===== config.mk =====
export PLATFORM = sky130hd
export DESIGN_NAME = keypad_scan_rx
export DESIGN_NICKNAME = d
export VERILOG_FILES = /design/src/rtl/keypad_scan_rx_pkg.sv /design/src/rtl/keypad_scan_rx_scan_tick_gen.sv /design/src/rtl/keypad_scan_rx.sv
export SDC_FILE = /design/constraint.sdc
export NUM_CORES = 1
export LEC_CHECK = 0
export CAP_MARGIN = 20
export CORE_MARGIN = 5
export CORE_UTILIZATION = 45
export DETAILED_ROUTE_END_ITERATION = 16
export GPL_ROUTABILITY_DRIVEN = 0
export PLACE_DENSITY = 0.69
export SKIP_LAST_GASP = 1
export SLEW_MARGIN = 20
export SYNTH_ARGS = -nofsm -noshare
export SYNTH_HDL_FRONTEND = slang
export SYNTH_SLANG_ARGS = --single-unit

===== constraint.sdc =====
create_clock -name clk_in -period 1.8 [get_ports clk_in]
set_clock_uncertainty 0.05 [all_clocks]
set_input_delay 0.36 -clock clk_in [delete_from_list [all_inputs] [get_ports clk_in]]
set_output_delay 0.36 -clock clk_in [all_outputs]
set_load 0.03 [all_outputs]

===== src/rtl/keypad_scan_rx_pkg.sv =====
// Shared definitions for the keypad scan receiver: FSM state codes,
// idle row pattern and the row priority encoder.
package keypad_scan_rx_pkg;

    // FSM state codes kept numerically identical to the legacy encodings
    localparam logic [1:0] ST_SCAN        = 2'd0;
    localparam logic [1:0] ST_DEB_PRESS   = 2'd1;
    localparam logic [1:0] ST_PRESSED     = 2'd2;
    localparam logic [1:0] ST_DEB_RELEASE = 2'd3;

    // Rows are pulled up, so no key on the driven column reads all ones
    localparam logic [3:0] ROWS_IDLE = 4'hF;

    // Index of the lowest-numbered active-low row; lowest index has priority
    function automatic logic [1:0] row_encode(input logic [3:0] rows);
        logic [1:0] idx;
        idx = '0;
        for (int unsigned i = 0; i < 4; i++) begin
            if (!rows[3 - i]) idx = 2'(3 - i);
        end
        return idx;
    endfunction

endpackage


===== src/rtl/keypad_scan_rx_scan_tick_gen.sv =====
// Scan timebase: free-running SCAN_DIV-bit counter that emits a one-cycle
// tick whenever the counter wraps back to zero.
module scan_tick_gen
    import keypad_scan_rx_pkg::*;
#(
    parameter int SCAN_DIV = 13
) (
    input  logic clk_in,
    input  logic reset,
    output logic tick
);

    logic [SCAN_DIV-1:0] r_cnt;
    logic                r_tick;

    // Count continuously; tick is high during the cycle the counter reads zero
    always_ff @(posedge clk_in or posedge reset) begin
        if (reset) begin
            r_cnt  <= '0;
            r_tick <= 1'b0;
        end else begin
            r_cnt  <= r_cnt + SCAN_DIV'(1);
            r_tick <= (r_cnt == '1);
        end
    end

    assign tick = r_tick;

endmodule


===== src/rtl/keypad_scan_rx.sv =====
// 4x4 scanned keypad receiver: drives one active-low column at a time,
// synchronises the pulled-up rows, debounces press and release on scan
// ticks and reports each accepted key with a one-cycle valid strobe.
module keypad_scan_rx
    import keypad_scan_rx_pkg::*;
#(
    parameter int SCAN_DIV     = 13,
    parameter int DEBOUNCE_CNT = 4
) (
    input  logic       clk_in,
    input  logic       reset,
    input  logic [3:0] key_row,
    output logic [3:0] key_col,
    output logic [3:0] key_code,
    output logic       key_valid,
    output logic       key_held
);

    localparam int             CW       = $clog2(DEBOUNCE_CNT + 1);
    localparam logic [CW-1:0]  CNT_DONE = CW'(DEBOUNCE_CNT);

    logic          w_tick;
    logic [3:0]    r_rs1;
    logic [3:0]    r_rs2;
    logic [1:0]    r_state;
    logic [1:0]    r_col_idx;
    logic [3:0]    r_pat;
    logic [CW-1:0] r_cnt;
    logic [CW-1:0] w_cnt_inc;
    logic [3:0]    r_key_code;
    logic          r_key_valid;
    logic          r_key_held;

    scan_tick_gen #(
        .SCAN_DIV (SCAN_DIV)
    ) u_tick (
        .clk_in (clk_in),
        .reset  (reset),
        .tick   (w_tick)
    );

    // Two-flop synchroniser for the asynchronous row inputs
    always_ff @(posedge clk_in or posedge reset) begin
        if (reset) begin
            r_rs1 <= ROWS_IDLE;
            r_rs2 <= ROWS_IDLE;
        end else begin
            r_rs1 <= key_row;
            r_rs2 <= r_rs1;
        end
    end

    // Saturating debounce increment so the count can never wrap
    assign w_cnt_inc = (r_cnt == CNT_DONE) ? r_cnt : r_cnt + CW'(1);

    // Scan/debounce FSM; the column index doubles as the latched column
    // because it is frozen for as long as the FSM is outside SCAN
    always_ff @(posedge clk_in or posedge reset) begin
        if (reset) begin
            r_state     <= ST_SCAN;
            r_col_idx   <= '0;
            r_pat       <= ROWS_IDLE;
            r_cnt       <= '0;
            r_key_code  <= '0;
            r_key_valid <= 1'b0;
            r_key_held  <= 1'b0;
        end else begin
            r_key_valid <= 1'b0;
            if (w_tick) begin
                case (r_state)
                    ST_SCAN: begin
                        if (r_rs2 == ROWS_IDLE) begin
                            r_col_idx <= r_col_idx + 2'd1;
                        end else begin
                            r_pat   <= r_rs2;
                            r_cnt   <= CW'(1);
                            r_state <= ST_DEB_PRESS;
                        end
                    end
                    ST_DEB_PRESS: begin
                        if (r_rs2 == r_pat) begin
                            r_cnt <= w_cnt_inc;
                            if (w_cnt_inc == CNT_DONE) begin
                                r_key_code  <= {row_encode(r_pat), r_col_idx};
                                r_key_valid <= 1'b1;
                                r_key_held  <= 1'b1;
                                r_state     <= ST_PRESSED;
                            end
                        end else begin
                            r_cnt   <= '0;
                            r_state <= ST_SCAN;
                        end
                    end
                    ST_PRESSED: begin
                        if (r_rs2 == ROWS_IDLE) begin
                            r_cnt   <= CW'(1);
                            r_state <= ST_DEB_RELEASE;
                        end
                    end
                    ST_DEB_RELEASE: begin
                        if (r_rs2 == ROWS_IDLE) begin
                            if (w_cnt_inc == CNT_DONE) begin
                                r_key_held <= 1'b0;
                                r_cnt      <= '0;
                                r_state    <= ST_SCAN;
                            end else begin
                                r_cnt <= w_cnt_inc;
                            end
                        end else begin
                            r_state <= ST_PRESSED;
                        end
                    end
                    default: r_state <= ST_SCAN;
                endcase
            end
        end
    end

    assign key_col   = ~(4'b0001 << r_col_idx);
    assign key_code  = r_key_code;
    assign key_valid = r_key_valid;
    assign key_held  = r_key_held;

endmodule

---- Yosys cells after proc, flatten, opt, wreduce, memory -nomap -nowiden ----
Index checks and enable logic that the tools add are counted.
storage, ports and cells
  word-level logic and storage cells ...... 68
  output and inout port bits .............. 10
  bits of input ports ..................... 6
  register bits after elaboration ......... 39
cells by class
  mux-type cells .......................... 27
  shifts and indexed selects .............. 1
  bitwise logic cells ..................... 2
  $add $sub $neg .......................... 3
  equality and inequality tests ........... 16
  reductions and logical operators ........ 8
operators with widths
  operator                 number
  $mux W2                  10
  $mux W3                  6
  $add A13 B1 Y13 const B  1
  $eq A13 B13 Y1 const B   1
  $ne A2 B2 Y1 const B     6
  $pmux W3 S4              1
  $mux W1                  8
  $pmux W2 S4              1
  $reduce_and A4 Y1        2
  $eq A3 B3 Y1 const B     2
  $ne A3 B3 Y1 const B     2
  $reduce_and A3 Y1        2
  $reduce_and A6 Y1        1
  $reduce_and A5 Y1        1
  $eq A2 B2 Y1 const B     2
  $eq A4 B4 Y1             1
  $eq A4 B4 Y1 const B     1
  $not A4 Y4               1
  $shl A1 B2 Y4 const A    1
  $add A3 B1 Y3 const B    1
  $add A2 B1 Y2 const B    1
  $eq A2 B1 Y1 const B     1
  $logic_not A2 Y1         1
  $pmux W1 S2              1
  other kinds (2)          2

---- Longest topological paths before layout ----
Gate-level depths: netlist (run 1).
  word-level depth ........................ 7
  depth in mapped cells ................... 6

---- Cells and area by module ----
A second synthesis (run 1) with hierarchy kept.
second synthesis, totals
  cells, all modules ...................... 151
  area total of the unflattened synthesis .. 1,809.2 µm²
by module, submodules not included
  module          area an instance (µm²)  times used  cells an instance
  keypad_scan_rx  1,226.2                 1           105
  scan_tick_gen   583.1                   1           46

---- Worst setup path before layout (run 1) ----
Ideal clock, no wire load.
  path type ............................... reg2reg
  from .................................... register r_cnt[0]
  to ...................................... register r_key_code[3], in the netlist key_code[3]
  library setup time ...................... 0.128 ns
  arrival ................................. 1.694 ns
  stages on the path, launching flop included .. 7
  path slack .............................. -0.072 ns
  cell sequence ........................... dfrtp_1 -> inv_1 -> ha_1 -> nand4bb_1 -> a31oi_1 -> nand4_4 -> mux2_1
on the way
  longest elaborated chain between the ends .. 4
RTL lines
  what                                                  line                   source
  from (decl)                                           keypad_scan_rx.sv:28   logic [CW-1:0] r_cnt;
  from (signal assigned)                                keypad_scan_rx.sv:82   r_cnt <= w_cnt_inc;
  from (signal assigned)                                keypad_scan_rx.sv:107  r_cnt <= w_cnt_inc;
  $add A3 B1 Y3 / $eq A3 B3 Y1 (equally long branches)  keypad_scan_rx.sv:54   assign w_cnt_inc = (r_cnt == CNT_DONE) ? r_cnt : r_cnt + CW'(1);
  $mux W3 *                                             keypad_scan_rx.sv:54
  $eq A3 B3 Y1 *                                        keypad_scan_rx.sv:83   if (w_cnt_inc == CNT_DONE) begin
  $reduce_and A4 Y1 (no line) *                         n/a
  to (signal assigned)                                  keypad_scan_rx.sv:84   r_key_code <= {row_encode(r_pat), r_col_idx};
  to (decl)                                             keypad_scan_rx.sv:30   logic [3:0] r_key_code;
Every way passes the cells marked *; elsewhere a longest branch is shown, timed or not.
A chain may end at the register's enable or synchronous reset.

---- Final worst setup path (run 1) ----
  from .................................... register r_key_code[3], in the netlist key_code[3]
  to ...................................... output port key_code[3]
RTL lines
  what       line                  source
  to (decl)  keypad_scan_rx.sv:14  output logic [3:0] key_code,
No word-level cell between the ends.

==> results of run 1 <==
-- logic make-up after synthesis --
family / share of synthesized area
simple gates: 0.141
flops: 0.563
compound gates: 0.0982
xor+xnor: 0.0797
buf+inv: 0.0299
fa+ha+maj: 0.0498
mux: 0.0384
-- power by group --
part           internal, mW  switching, mW
logic                0.0192         0.0250
registers             0.893        0.00560
clock network         0.554          0.282
total                  1.47          0.313
-- sequential cells by signal (all words and copies together), names as in the netlist --
register	cells
r_pat	4
r_rs1	4
u_tick.tick	1
u_tick.r_cnt	13
key_held	1
r_rs2	4
r_col_idx	2
key_valid	1
r_state	2
key_code	4
r_cnt	3
-- metrics by stage --
step	setup TNS [ns]	instances	hold slack [ns]	util
after floorplan	0	145	0.295	-
after global placement	0	215	0.295	0.549
after detailed placement	-0.118	215	0.297	0.549
after CTS	-0.00459	224	0.310	0.593
after global routing	0	224	0.316	0.594
final	0	224	0.305	0.594
-- area by class of cell --
cell class	instances	area (sq um)
clock buffers	6	72.6
clock inverters	2	60.1
fillers	305	1510
inverters	13	48.8
multi-input cells	92	756
flip-flops and latches	39	991
well taps	48	60.1
repair buffers	24	219
-- synth_stat cells, types with 2 or more instances --
cell type / instances
sky130_fd_sc_hd__and2_1: 5
sky130_fd_sc_hd__nand2b_1: 3
sky130_fd_sc_hd__o22a_1: 2
sky130_fd_sc_hd__mux2_2: 5
sky130_fd_sc_hd__o2111ai_1: 2
sky130_fd_sc_hd__dfstp_2: 12
sky130_fd_sc_hd__and3_1: 2
sky130_fd_sc_hd__nand3b_1: 3
sky130_fd_sc_hd__nor2_1: 5
sky130_fd_sc_hd__a21oi_1: 3
sky130_fd_sc_hd__nand3_1: 2
sky130_fd_sc_hd__dfrtp_1: 27
sky130_fd_sc_hd__nand4_1: 5
sky130_fd_sc_hd__nand2_1: 9
sky130_fd_sc_hd__xor2_1: 7
sky130_fd_sc_hd__a31oi_1: 6
sky130_fd_sc_hd__xnor2_1: 9
sky130_fd_sc_hd__ha_1: 7
sky130_fd_sc_hd__o21ai_0: 2
sky130_fd_sc_hd__a21boi_0: 2
sky130_fd_sc_hd__inv_1: 13
-- path summary, 6_finish.rpt --
check	startpoint	to
max in group asynchronous	reset	r_pat[1]
hold / removal	r_rs1[0]	r_rs2[0]
min in group asynchronous	reset	u_tick.r_cnt[7]
setup reg to reg	r_cnt[0]	key_code[0]
setup / recovery	key_code[3]	key_code[3]
hold reg to reg	r_rs1[0]	r_rs2[0]
-- what timing repair did --
action | 4_1_cts | 5_1_grt
setup endpoints to repair | 7 | 6
pin swaps | 2 | 1
setup buffers | 1 | 0
resized for setup | 5 | 4
endpoints found under the hold margin | 0 | 0
-- routing by layer --
layer	wire (um)	global-route usage
met5	0	0
met4	53	0.0492
met3	103	0.0457
met2	1670	0.239
met1	1220	0.139
==> run summary, run 1 <==
The run finished with clean final reports. At the worst endpoint, the arrival time is about 1.3 ns. The net count after synthesis came out at roughly 160. The count of buffer and inverter cells on the critical path is 1.

The H-tree depth came out at 2. The average wire per standard cell is ~14 um. The max-capacitance violation count came out at 0. The worst slew margin relative to its limit is 0.785. The number of antenna diodes in the final layout is 0. The area of placed instances is between 0.002 and 0.0025 sq mm. The share of flip-flops with an asynchronous set or reset came out at 1.00. The setup-violating endpoint count in the final report is 0. Power spread over the standard cell area amounts to between 800 and 900 mW/mm^2. The delay contributed by the slowest stage of the critical path is about 0.7 ns. The floorplan die area came out at 0.00526 sq mm. The largest individual stage delay along the critical path comes from the cell sky130_fd_sc_hd__clkdlybuf4s50_1. Entering global routing, the biggest net connects 40 pins.

The die height is just over 70 um. The most used flip-flop cell after synthesis is sky130_fd_sc_hd__dfrtp_1. Setup repair after global routing left no endpoint under its margin. The signal on the critical path passes through clkdlybuf4s50_1. Along the worst hold path, the cell count comes to 0. The number of rows created at floorplan is 22.

The count of different cell masters after synthesis came out at 35. The clock transition time at the flip-flop clock pins of the worst setup and hold paths is about 0.07 ns. The die span in x came out at roughly 73 um. Of the synthesized area, sequential elements account for 0.563. The number of buffers inserted during clock tree synthesis came out at 5.

The hold-fix buffer count after cts is 0. The tree built by TritonCTS fans out to 39 sinks. The total overflow reported by the global router is 0. Across all layers, the routed design uses ~1.2k vias.

The number of warning messages in the yosys log came out at 0. The number of violations reported at the end of detailed-routing iteration 0 is 48. Once detailed placement completed, the half-perimeter wirelength came to around 2.2 mm. The data required time of the worst path came out at 1.39 ns. The hold violation count in the final report was 0. In the layout the commonest cells are 27 x sky130_fd_sc_hd__dfrtp_1, 13 x sky130_fd_sc_hd__inv_1, 12 x sky130_fd_sc_hd__dfstp_2. In this run the static leakage power is 0.987 nW.

The worst setup path is captured at a primary output. In this run the cell area of the synthesized design comes to roughly 0.0018 sq mm. The first-pass GRT wire length came out at 5.40 mm. The final cell area excluding filler cells came out at ~0.0022 sq mm.

Leaving out fill and tap cells, the most frequent cell in the layout is sky130_fd_sc_hd__dfrtp_1. The biggest area contributor in the post-synthesis netlist is sky130_fd_sc_hd__dfrtp_1. The via count of the first global-routing pass was 1226.

The post-synthesis average cell area came out at approximately 12 sq um. The aggregate routed wire length came out at slightly above 3 mm. The number of nets in the finished design is ~190. Prior to clock tree synthesis, the placed netlist has a worst setup slack of -0.0539 ns. STA classifies the critical path startpoint as a register.

The number of cells on the critical path is 1. The count of flip-flops with a built-in enable after synthesis is 0. The least setup slack across all paths after layout is between 0.04 and 0.05 ns.

The insertion delay to the later sink of the worst-skew pair is about 0.28 ns. The worst reg-to-reg setup slack came out at around 0.06 ns. The initial antenna violation count came to 0. The CTS tree is built. The proportion of netlist area held by the largest area contributor came out at 0.384. The slew at the pin closest to its max-slew limit is approximately 0.32 ns.

Measured in cells, the most critical reg-to-reg path has a length of 5. The number of storage elements in the synthesis netlist is 39. The number of placed I/O pins came out at 16. The tree is rooted in a sky130_fd_sc_hd__clkbuf_8.

Sorting the synthesized cells by area gives the leading types as sky130_fd_sc_hd__dfrtp_1 38%, sky130_fd_sc_hd__dfstp_2 18%, sky130_fd_sc_hd__ha_1 5.0%, sky130_fd_sc_hd__xnor2_1 4.5%, sky130_fd_sc_hd__xor2_1 3.5%. For this run, design rule violations remaining after detail routing come to 0. The max-slew violation count is 0. The post-route minimum period is 1.75 ns. The maximum clock path buffer count came out at 2. The global-route usage over all layers is 0.132. The core box area came out at 0.00372 sq mm. The largest driver fanout on the critical path is 2. Dividing the final minimum period by the clock period gives 0.973. In the final layout, the share of cells above drive strength 1 is 0.256. The class of the tightest hold or removal check is reg2reg. Based on the critical path, the design can be clocked at up to 0.571 GHz.

The growth of design area from synthesis to finish came out at 25.5%. In this run the remaining antenna-violating nets after routing total 0. Synthesis produced ~150 cells. The vias per cell is between 5 and 6. The first-pass iteration count of the detailed router is 4.

The kind of cell adding the most delay to the critical path is buffers and inverters. The count of port buffers added during placement is 15. The overall power is ~1.8 mW. The worst setup path is of the reg2out kind. The peak ir drop on the vdd network is 0.526 mV.

The starting utilization of the core area is 0.473.
(Power assumes the default switching activity.)
==> run 2: changes to the inputs <==
--- a/constraint.sdc
+++ b/constraint.sdc
@@ -3,3 +3,3 @@
 set_input_delay 0.36 -clock clk_in [delete_from_list [all_inputs] [get_ports clk_in]]
 set_output_delay 0.36 -clock clk_in [all_outputs]
-set_load 0.03 [all_outputs]
+set_load 0.05 [all_outputs]
==> run 2 against run 1 <==
Hold slack improved by 0.0033 ns. Worst setup slack improved by 0.018 ns. Largest cell class unchanged. Utilization fell by 0.40 points. Register-to-register slack barely moved. Highest routed layer unchanged. Final cell count fell by 0.45%. Non-clock buffer count fell by 1. Flip-flop and latch count did not move. Routed wire length rose by 0.20%. Final area fell by 0.68%. Critical path depth rose by 5. Sequential power barely moved.
==> run summary, run 2 (same netlist as run 1, synthesis figures left out) <==
The maximum clock path buffer count is 2 (unchanged). The total overflow reported by the global router is 0 (unchanged). The non-filler instance count after layout came out at 223 (-0.45%).

The worst setup path is launched from a register. The initial antenna violation count is 0 (unchanged). The net switching power figure came to 317 uW (+1.5%). The number of violations reported at the end of detailed-routing iteration 0 was 29 (-40%). In the layout the commonest cells are 27 x sky130_fd_sc_hd__dfrtp_1, 13 x sky130_fd_sc_hd__inv_1, 13 x sky130_fd_sc_hd__buf_4.

The setup-violating endpoint count in the final report is 0 (unchanged). The cell at the slowest stage of the critical path is sky130_fd_sc_hd__dfrtp_1. The growth of design area from synthesis to finish is 24.6%. The data arrival time of the critical path came out at 1.86 ns (+0.52 ns). The floorplan die area came out at 0.00526 sq mm (unchanged). The critical path goes through inv_1 > ha_1 > nand4bb_4 > a31oi_4 > nand4_4 > mux2_4. The max-capacitance violation count came out at 0 (unchanged). The fill cell instance count of the final layout came out at 308 (+0.98%). The maximum achievable frequency came out at 0.577 GHz (+1.0%). The post-DP HPWL came out at 2.25 mm (+0.27%). The global-route usage over all layers was 0.133 (+0.00143). The number of design rule violations left after detail routing was 0 (unchanged). The clock transition time at the flip-flop clock pins of the worst setup and hold paths is 0.07 ns (about the same). The overall power came out at 1.54 mW (-14%). The timing startpoint of the critical path is r_cnt[0]. The vias per cell came out at 5.21 (about the same). The hold violation count in the final report is 0 (unchanged).

The switching part of the total power is 0.206 (+0.0305). The ratio of total power to cell area is 702 mW/mm^2 (-13%). The number of nets in the finished design is 187 (-0.53%). The die span in x was 72.5 um (unchanged). The starting utilization of the core area came out at 0.473 (unchanged). In this run the most critical hold path is launched from r_rs1[2]. The max-slew violation count came out at 0 (unchanged). The average wire per standard cell came to 13.7 um (+0.65%). The pin count of the biggest net entering global routing came out at 40 (unchanged). The library cell used most frequently in the layout, excluding fill and tap cells, is sky130_fd_sc_hd__dfrtp_1. The first-pass GRT wire length came out at 5.40 mm (-0.13%). The H-tree depth is 2 (unchanged). The antenna diode count came out at 0 (unchanged).

The CTS tree is built. The final total negative setup slack is 0 ns (unchanged). The via count of the first global-routing pass came out at 1196 (-2.4%).

The cell count after placement is 215 (unchanged). The combinational cell fraction of total power came to 0.029 (+0.004). The run finished with clean final reports. The worst slew margin relative to its limit came out at 0.798 (+0.0127). The number of vias in the routed layout is 1161 (-0.43%). The slew at the pin closest to its max-slew limit is 0.301 ns (-0.0203 ns).

The number of setup buffers added after CTS came to 0 (-1). The flip-flop count of the largest register after layout was 13 (unchanged). The worst setup path is of the reg2reg kind.

The count of port buffers added during placement came to 15 (unchanged). The register with the most flip-flops is u_tick.r_cnt. The insertion delay to the later sink of the worst-skew pair came to 0.29 ns (about the same). The largest driver fanout on the critical path is 5 (+3). The layout cell share with drive strength beyond 1 is 0.286 (+0.0300).

STA classifies the critical path endpoint as a register. The clock sink total is 39 (unchanged). The clock network power share is 0.387 (-0.083). The startpoint identified for the worst register-to-register timing path is r_cnt[0]. The number of placed I/O pins came out at 16 (unchanged). The die height came to 72.5 um (unchanged).

The number of buffers inserted during clock tree synthesis is 5 (unchanged). The aggregate routed wire length is 3.05 mm (+0.20%). The internal cell power is 1.22 mW (-17%). The part of the cycle the worst path needs was 0.963 (-0.00997).

The proportion of power drawn by flip-flops and latches came out at 0.584 (+0.079). The leakage component of the power was 1.00 nW (+1.6%). The peak ir drop on the vdd network came out at 0.532 mV (+1.1%). The core box area came to 0.00372 sq mm (unchanged). The data required time of the worst path came out at 1.93 ns (+0.54 ns).

The number of nets still failing antenna checks after routing came to 0 (unchanged). The delay contributed by the slowest stage of the critical path was 0.38 ns (-0.31 ns). The number of rows created at floorplan came out at 22 (unchanged). The first-pass iteration count of the detailed router is 4 (unchanged). Clock tree synthesis selected as its root buffer the cell sky130_fd_sc_hd__clkbuf_8. The path class of the tightest hold or removal check is reg2reg. The post-route minimum period was 1.73 ns (-0.0180 ns).
-- run 2: cell types whose count changed in the layout (fill, tap and decap cells not counted), moves of 2 or more --
| cell | change |
|---|---|
| sky130_fd_sc_hd__buf_12 | +4 |
| sky130_fd_sc_hd__buf_4 | +3 |
| sky130_fd_sc_hd__bufinv_16 | -2 |
| sky130_fd_sc_hd__clkdlybuf4s50_1 | -6 |
-- run 2: cell type report --
| class | instances | area [sq um] | share of cell area |
|---|---|---|---|
| Sequential cell | 39 | 991 | 0.452 |
| Multi-Input combinational cell | 92 | 753 | 0.344 |
| Timing Repair Buffer | 23 | 248 | 0.113 |
| Clock buffer | 7 | 86.3 | 0.0394 |
| Tap cell | 48 | 60.1 | 0.0274 |
| Inverter | 13 | 48.8 | 0.0223 |
| Clock inverter | 1 | 5.00 | 0.00228 |
-- run 2: worst paths after layout --
check	cells past startpoint	slack (ns)	to
worst max register to register	6	0.07	key_code[3]
worst min register to register	0	0.31	r_rs2[2]
worst min-delay path	0	0.31	r_rs2[2]
max in group asynchronous	3	1.07	r_rs2[0]
min in group asynchronous	3	0.38	u_tick.r_cnt[3]
worst max-delay path	6	0.07	key_code[3]
-- run 2: repair_timing --
item                                    in CTS  in global routing
hold buffers                                 0                  0
gates resized for setup                      3                  1
pin swaps                                    1                  2
endpoints found under the setup margin       4                  4
-- run 2: metal layers --
metal,vias to the layer above,part of all wire,track usage
met5,-,0,0
met4,0,0.027,0.0738
met3,7,0.034,0.0291
met2,22,0.54,0.233
met1,574,0.39,0.148
li1,558,-,-
-- run 2: worst max-delay path: cells and delay by family, from the launching register on --
family,cells,cell delay (ns)
DFF,1,0.38
and+or+nand+nor,2,0.36
adders and majority gates,1,0.23
AOI/OAI and AO/OA,1,0.23
buffers and inverters,1,0.05
muxes,1,0.32
-- run 2: metrics by stage --
stage	util	hold slack [ns]	instance area (sq um)	setup slack [ns]
floorplan	-	0.295	1770	0.00382
global placement	0.557	0.296	2070	0.0177
detailed placement	0.557	0.300	2070	-0.0532
CTS	0.589	0.310	2190	0.00561
global route	0.590	0.315	2190	-0.00243
finish	0.590	0.308	2190	0.0661
-- run 2: power groups by stage --
stage,Clock (mW),Sequential [mW],Combinational [mW]
finish,0.595,0.899,0.0440
global route,0.667,0.900,0.0505
CTS,0.614,0.899,0.0458
detailed placement,0,0.915,0.0458
global placement,0,0.914,0.0446
floorplan,0,0.913,0.0220
